==> src/rtl/shift_rows_pipe_pkg.sv <==
// Shared AES definitions: state width, byte/row/column index helpers and the
// cipher direction encoding.
package shift_rows_pipe_pkg;

    localparam int unsigned STATE_W  = 128;
    localparam int unsigned NUM_ROWS = 4;
    localparam int unsigned NUM_COLS = 4;

    typedef enum logic {
        DEC = 1'b0,
        ENC = 1'b1
    } aes_mode_e;

    // Byte index within the state for row r, column c (column-major order).
    function automatic int unsigned byte_idx(input int unsigned row, input int unsigned col);
        return NUM_ROWS * col + row;
    endfunction

    // Bit position of the least significant bit of byte idx; byte 0 sits at the MSBs.
    function automatic int unsigned byte_lsb(input int unsigned idx);
        return STATE_W - 8 - 8 * idx;
    endfunction

    // Source column feeding output column col of row row when encrypting.
    function automatic int unsigned enc_src_col(input int unsigned row, input int unsigned col);
        return (col + row) % NUM_COLS;
    endfunction

    // Source column feeding output column col of row row when decrypting.
    function automatic int unsigned dec_src_col(input int unsigned row, input int unsigned col);
        return (col + NUM_COLS - row) % NUM_COLS;
    endfunction

endpackage

==> src/rtl/shift_rows_pipe_core.sv <==
// Combinational ShiftRows / InvShiftRows on one 128-bit AES state.
module shift_rows_core
    import shift_rows_pipe_pkg::*;
(
    input  logic               op_i,
    input  logic [STATE_W-1:0] data_i,
    output logic [STATE_W-1:0] data_o
);

    logic [STATE_W-1:0] enc_data;
    logic [STATE_W-1:0] dec_data;

    // Both byte permutations are pure wiring; the mode only selects between them.
    always_comb begin
        enc_data = '0;
        dec_data = '0;
        for (int unsigned r = 0; r < NUM_ROWS; r++) begin
            for (int unsigned c = 0; c < NUM_COLS; c++) begin
                enc_data[byte_lsb(byte_idx(r, c)) +: 8] =
                    data_i[byte_lsb(byte_idx(r, enc_src_col(r, c))) +: 8];
                dec_data[byte_lsb(byte_idx(r, c)) +: 8] =
                    data_i[byte_lsb(byte_idx(r, dec_src_col(r, c))) +: 8];
            end
        end
    end

    assign data_o = (aes_mode_e'(op_i) == ENC) ? enc_data : dec_data;

endmodule

==> src/rtl/shift_rows_pipe.sv <==
// Multi-lane ShiftRows/InvShiftRows with a STAGES-deep valid/ready pipeline,
// flush, and a free-running count of output handshakes.
module shift_rows_pipe
    import shift_rows_pipe_pkg::*;
#(
    parameter int unsigned LANES  = 1,
    parameter int unsigned STAGES = 1
) (
    input  logic                      clk_i,
    input  logic                      rst_ni,
    input  logic                      flush_i,
    input  logic                      valid_i,
    output logic                      ready_o,
    input  logic                      op_i,
    input  logic [STATE_W*LANES-1:0]  data_i,
    output logic                      valid_o,
    input  logic                      ready_i,
    output logic                      op_o,
    output logic [STATE_W*LANES-1:0]  data_o,
    output logic [15:0]               count_o,
    output logic                      busy_o
);

    localparam int unsigned DATA_W = STATE_W * LANES;

    logic [DATA_W-1:0] xform_data;

    logic              stage_valid [STAGES];
    logic              stage_op    [STAGES];
    logic [DATA_W-1:0] stage_data  [STAGES];
    logic              stage_rdy   [STAGES];
    logic              in_valid    [STAGES];
    logic              in_op       [STAGES];
    logic [DATA_W-1:0] in_data     [STAGES];

    logic [15:0] count_q;

    for (genvar k = 0; k < LANES; k++) begin : g_lane
        shift_rows_core u_core (
            .op_i   (op_i),
            .data_i (data_i[STATE_W*k +: STATE_W]),
            .data_o (xform_data[STATE_W*k +: STATE_W])
        );
    end

    // A stage can load when it is empty or its content moves on this cycle.
    always_comb begin
        logic rdy_chain;
        rdy_chain = ready_i;
        for (int s = int'(STAGES) - 1; s >= 0; s--) begin
            rdy_chain    = !stage_valid[s] || rdy_chain;
            stage_rdy[s] = rdy_chain;
        end
    end

    for (genvar s = 0; s < STAGES; s++) begin : g_stage
        logic              valid_q;
        logic              op_q;
        logic [DATA_W-1:0] data_q;

        if (s == 0) begin : g_head
            // Transform happens before the first register; later stages only carry.
            assign in_valid[s] = valid_i && !flush_i;
            assign in_op[s]    = op_i;
            assign in_data[s]  = xform_data;
        end else begin : g_body
            assign in_valid[s] = stage_valid[s-1];
            assign in_op[s]    = stage_op[s-1];
            assign in_data[s]  = stage_data[s-1];
        end

        // Occupancy: cleared by reset or flush, otherwise refreshed whenever the stage loads.
        always_ff @(posedge clk_i) begin
            if (!rst_ni) begin
                valid_q <= 1'b0;
            end else if (flush_i) begin
                valid_q <= 1'b0;
            end else if (stage_rdy[s]) begin
                valid_q <= in_valid[s];
            end
        end

        // Payload registers carry no reset; they only matter while valid_q is set.
        always_ff @(posedge clk_i) begin
            if (stage_rdy[s] && in_valid[s]) begin
                op_q   <= in_op[s];
                data_q <= in_data[s];
            end
        end

        assign stage_valid[s] = valid_q;
        assign stage_op[s]    = op_q;
        assign stage_data[s]  = data_q;
    end

    assign ready_o = rst_ni && !flush_i && stage_rdy[0];
    assign valid_o = stage_valid[STAGES-1];
    assign op_o    = stage_op[STAGES-1];
    assign data_o  = stage_data[STAGES-1];

    // Busy reflects registered occupancy only.
    always_comb begin
        busy_o = 1'b0;
        for (int unsigned s = 0; s < STAGES; s++) begin
            busy_o = busy_o || stage_valid[s];
        end
    end

    // Output handshake counter; survives flush, wraps naturally at 16 bits.
    always_ff @(posedge clk_i) begin
        if (!rst_ni) begin
            count_q <= '0;
        end else if (valid_o && ready_i) begin
            count_q <= count_q + 16'd1;
        end
    end

    assign count_o = count_q;

endmodule

==> config.mk <==
export PLATFORM = sky130hd
export DESIGN_NAME = shift_rows_pipe
export DESIGN_NICKNAME = d
export VERILOG_FILES = /design/src/rtl/shift_rows_pipe_pkg.sv /design/src/rtl/shift_rows_pipe_core.sv /design/src/rtl/shift_rows_pipe.sv
export SDC_FILE = /design/constraint.sdc
export NUM_CORES = 1
export LEC_CHECK = 0
export ABC_AREA = 1
export BUFFER_PORTS_ARGS = -buffer_cell sky130_fd_sc_hd__buf_2
export CORE_UTILIZATION = 47
export CTS_BUF_LIST = sky130_fd_sc_hd__clkbuf_8
export DETAILED_ROUTE_END_ITERATION = 8
export HOLD_SLACK_MARGIN = 0.03
export PLACE_DENSITY = 0.88
export SYNTH_ARGS = -nofsm -noshare
export SYNTH_HDL_FRONTEND = slang
export SYNTH_SLANG_ARGS = --single-unit
==> constraint.sdc <==
create_clock -name clk_i -period 14.4 [get_ports clk_i]
set_input_delay 1.44 -clock clk_i [delete_from_list [all_inputs] [get_ports clk_i]]
set_output_delay 1.44 -clock clk_i [all_outputs]
set_load 0.02 [all_outputs]
==> flow_summary.toml, run 1 <==
[run_status]
status = "complete, no violations"

[drt]
num_vias = 4263
vias_per_cell = 4.83
drtPass1Iterations = 4
drc = 0
wl_um = 13300
first_iter_violations = 373
ant_nets = 0
wire_per_inst_um = 15.1

[timing]
finalClockSkew_ps = 12.7
finalHoldViolCount = 0
tightest_slew_ps = 1050
max_slew_margin = 0.298
fin_crit_sh = 0.262
report.final.slew_viol_count = 0
setup_violations = 0
setup_tns_ps = 0
fin_crit_ps = 3770
rsz0062_at_grt = "no"
clock.fmax_ghz = 0.265

[clock_network]
postCtsSetupRepairBufs = 0
postCtsHoldBufs = 0
ctsResizeCount = 0
cts_sinks = 146
clk_pin_slew_ps = 90
cts_tree = "built"
cts_buffers = 17
clock_latency_ps = 430
cts-root-buf = "clkbuf_8"
htreeDepth = 4
cts_buffer_depth = 2

[floorplan]
start_util = 0.486
rows = 39
dieArea_mm2 = 0.0123
die_h_um = 111
ios = 282
die-width_um = 111
core_mm2 = 0.0115

[place]
port_buffers = 281
hpwl_um = 9960
place_congestion = 0.830

[min_path]
hold_path_class = "flip-flop to flip-flop"

[critical_path]
startpoint = "rst_ni"
endpoint = "ready_o"
rr_worst_depth = 5
worstReg2RegStart = "busy_o"
r2r-end = "data_o[82]"
cp.required_ps = 12960
crit_type = "primary input to output port"
start_kind = "primary input"
r2r_slack_ps = 11870
critPathMaxFanout = 14
cp-end-kind = "output port"
crit_arrival_ps = 2330

[finish]
fillers = 860
mostFrequentLayoutCell = "buf_2"
fin_nets = 862
drive_gt1_frac = 0.449
final_cell_mix = "280 x buf_2, 129 x edfxtp_1, 58 x nor2_1"
antenna_cells = 0
area_growth_pct = 33.9

[global_route]
track_usage = 0.221
antenna_found_initial = 0
grt_pass1_wl_um = 20700
grt_overflow_total = 0
grt_max_degree = 130
grt_pass1_vias = 4088

[logic_synthesis]
seq_area_frac_synth = 0.757
ys_warn_count = 0
synth.ff_latch_count = 146
synth_largest_area_cell = "edfxtp_1"
avgSynthCellArea_um2 = 12.6
synth_top_area_frac = 0.696
yosys-top-cells-area = "edfxtp_1 70%, dfxtp_1 6.1%, nor2_1 3.9%"
ys_types = 31
synth.net_count = 576
synth_area_mm2 = 0.00557
synth_cells = 441

[power_and_ir_drop]
irDropWorstVdd_uv = 76.3
p_leak_nw = 3.36
finalPower_w = 0.000862
p_per_area_mw_per_mm2 = 116

[job]
cap_violations = 0
==> how the worst min path moves through the flow <==
stage / from / to / slack (ps) / depth (start not counted)
4_1_cts: count_o[8] / count_o[8] / 500 / 2
3_5_place_dp: count_o[8] / count_o[8] / 490 / 2
5_1_grt: count_o[8] / count_o[8] / 520 / 2
6_report: count_o[8] / count_o[8] / 500 / 2
3_3_place_gp: count_o[8] / count_o[8] / 480 / 2
2_1_floorplan: count_o[8] / count_o[8] / 550 / 2
==> cell usage after synthesis (all sizes together) <==
cell,number
a21o,1
a21oi,40
and3,1
buf,7
clkbuf,9
clkinv,2
dfxtp,17
edfxtp,129
ha,1
inv,52
nand2,63
nand3,7
nand4,6
nor2,61
nor3,3
nor3b,1
o21a,1
o21ai,38
o21bai,1
or2,1
==> per-stage QoR <==
stage	utilization	hold WS (ps)	instance area, um2	setup slack, ps	instances
floorplan	-	551	5570	2780	441
global placement	0.619	479	7100	10630	851
detailed placement	0.619	486	7100	10640	851
CTS	0.650	500	7460	10640	883
global route	0.650	524	7460	10560	883
finish	0.650	498	7460	10630	883
==> power by group <==
| group | leakage, nW | switching [W] | internal (W) |
|---|---|---|---|
| logic | 1.84 | 0.0000563 | 0.0000307 |
| clock network | 0.176 | 0.000165 | 0.000124 |
| registers | 1.34 | 0.00000444 | 0.000482 |
| total | 3.36 | 0.000226 | 0.000637 |
==> critical path, cell delays in order <==
cell and delay (ps):
buf_2 220, inv_1 120, or2_2 300, nor2_1 80
buf_2 160
==> logic make-up (layout without fill, tap and decap cells) <==
kind of cell,Yosys count,in the layout,share of synthesized area
AO/OA/AOI/OAI,81,81,0.0742
adder cells (fa/ha/maj),1,1,0.00225
buffers and inverters,70,369,0.0512
flip-flops,146,146,0.757
AND/OR/NAND/NOR,143,143,0.116
==> flip-flops by register name, indices dropped and copies added, names as in the netlist <==
| register | cells |
|---|---|
| data_o | 128 |
| count_o | 16 |
| busy_o | 1 |
| op_o | 1 |
==> final cells by class <==
type                    count  area [um2]  share of cell area
clock buffers              17         234              0.0314
repair buffers            283        1420               0.191
flip-flops and latches    146        4210               0.565
well taps                 143         179              0.0240
multi-input cells         225        1070               0.144
clock inverters            15         123              0.0164
inverters                  54         209              0.0280
==> layer usage <==
| layer | vias to the layer above | track usage | share of wire |
|---|---|---|---|
| met3 | 26 | 0.0623 | 0.077 |
| met2 | 184 | 0.396 | 0.53 |
| met5 | - | 0 | 0 |
| li1 | 2097 | - | - |
| met1 | 1956 | 0.243 | 0.37 |
| met4 | 0 | 0.0996 | 0.028 |
No activity file was read; power rests on OpenSTA's default activity.
==> inputs of run 2 (changes only) <==
- CORE_UTILIZATION: 47 -> 42
- PLACE_DENSITY: 0.88 -> 0.84
- clock period: 14.4 -> 3.2 ns (I/O delays scaled with it)
==> run 2 against run 1 <==
Final cell count up 9.3%. Clock power rose to 4.5 times the previous value. Hold slack lost 440 ps. Clock skew shrank 1.7 ps. Global-route usage fell by 0.77 points. Sequential cell count stayed put. Worst setup slack worse by 9000 ps. Count of clock-buffer cells in the layout unchanged. Die area increased by 12%. Combinational power increased to 5.3 times the previous value. Core utilization is 2.0 points lower. Largest cell class unchanged. Highest routed layer unchanged.
==> flow_summary.toml, run 2 (synthesis results as in run 1) <==
[run_status]
status = "complete, no violations"

[floorplan]
die_h_um = 117
dieArea_mm2 = 0.0137
die-width_um = 117
start_util = 0.436
rows = 41
ios = 282
core_mm2 = 0.0128

[global_route]
track_usage = 0.214
grt_pass1_wl_um = 21400
grt_overflow_total = 0
grt_max_degree = 130
antenna_found_initial = 1
grt_pass1_vias = 4412

[finish]
largest_reg_flops = 128
fillers = 977
drive_gt1_frac = 0.422
area_growth_pct = 44.6
mostFrequentLayoutCell = "buf_2"
fin_cells = 965
finalCoreUtilization = 0.630
fin_nets = 914
final_cell_mix = "280 x buf_2, 129 x edfxtp_1, 57 x nor2_1, 57 x nand2_1, 52 x dlygate4sd3_1"

[critical_path]
critPathMaxFanout = 5
start_kind = "flip-flop"
crit_type = "flip-flop to output port"
cp.required_ps = 2880
cp-end-kind = "output port"
crit_arrival_ps = 1270

[drt]
num_vias = 4556
first_iter_violations = 438
vias_per_cell = 4.72
drtPass1Iterations = 5
ant_nets = 0
drc = 0
wl_um = 15300
wire_per_inst_um = 15.8

[timing]
finalClockSkew_ps = 11.0
fin_crit_ps = 1590
clock.fmax_ghz = 0.630
finalHoldViolCount = 0
max_slew_margin = 0.284
report.final.slew_viol_count = 0
fin_crit_sh = 0.496
tightest_slew_ps = 1070
rsz0062_at_grt = "no"
setup_violations = 0
layout_setup_ws_ps = 1610

[clock_network]
cts_sinks = 146
clk_pin_slew_ps = 100
htreeDepth = 4
cts_buffer_depth = 2
cts_tree = "built"
cts-root-buf = "clkbuf_8"
clock_latency_ps = 440
ctsResizeCount = 0
cts_buffers = 17

[place]
dp.cells = 880
place_congestion = 0.858
port_buffers = 281
dp_slack_ps = 1400
hpwl_um = 10300

[power_and_ir_drop]
finalPower_w = 0.00395
irDropWorstVdd_uv = 235
p_per_area_mw_per_mm2 = 491
p_leak_nw = 3.58

[job]
cap_violations = 0

[min_path]
hold_path_class = "primary input to flip-flop"
==> run 2: cell types whose count changed in the layout (fill, tap and decap cells not counted), moves of 2 or more <==
cell,delta
clkinvlp_4,+2
buf_4,-2
buf_12,+2
clkinv_2,-2
dlygate4sd3_1,+52
==> run 2: through the flow <==
| stage | instance area (um2) | hold WS, ps | TNS [ps] |
|---|---|---|---|
| final | 8050 | 61.0 | 0 |
| after global routing | 8050 | 29.4 | 0 |
| after CTS | 8020 | 32.1 | 0 |
| after detailed placement | 7170 | 482 | 0 |
| after global placement | 7170 | 489 | 0 |
| after floorplan | 5590 | 419 | -129100 |
==> run 2: layout make-up <==
| cell class | instances | area, um2 | share of cell area |
|---|---|---|---|
| multi-input cells | 225 | 1080 | 0.134 |
| well taps | 172 | 215 | 0.0267 |
| repair buffers | 335 | 1970 | 0.245 |
| flip-flops and latches | 146 | 4220 | 0.524 |
| inverters | 54 | 209 | 0.0259 |
| clock inverters | 15 | 123 | 0.0152 |
| diodes | 1 | 2.50 | 0.000311 |
| clock buffers | 17 | 234 | 0.0291 |
==> run 2: power breakdown <==
part           switching [W]  internal (W)
registers          0.0000225       0.00217
logic               0.000273      0.000185
clock network       0.000750      0.000554
total                0.00104       0.00291
==> run 2: final timing paths <==
kind                                 start    endpoint  slack, ps  cells after the start
worst max-delay path                busy_o     ready_o       1610                      4
worst min-delay path            data_i[93]  data_o[93]         60                      1
worst max register to register      busy_o  data_o[33]       1670                      4
worst min register to register  count_o[8]  count_o[8]        500                      2
==> run 2: what timing repair did <==
action | 4_1_cts | 5_1_grt
buffers inserted | 0 | 0
hold buffers | 49 | 3
hold endpoints to repair | 49 | 3
setup endpoints to repair | 0 | 0
==> run 2: routing by layer <==
metal / track usage / part of all wire / up-vias
met2: 0.392 / 0.53 / 235
met4: 0.113 / 0.029 / 0
met3: 0.0726 / 0.092 / 36
li1: - / - / 2188
met5: 0 / 0 / -
met1: 0.212 / 0.34 / 2097
==> run 2: worst max-delay path: stages (launching register included) <==
cell,delay (ps)
dfxtp_4,390
inv_2,40
nor2_2,170
nor2_1,70
buf_2,160
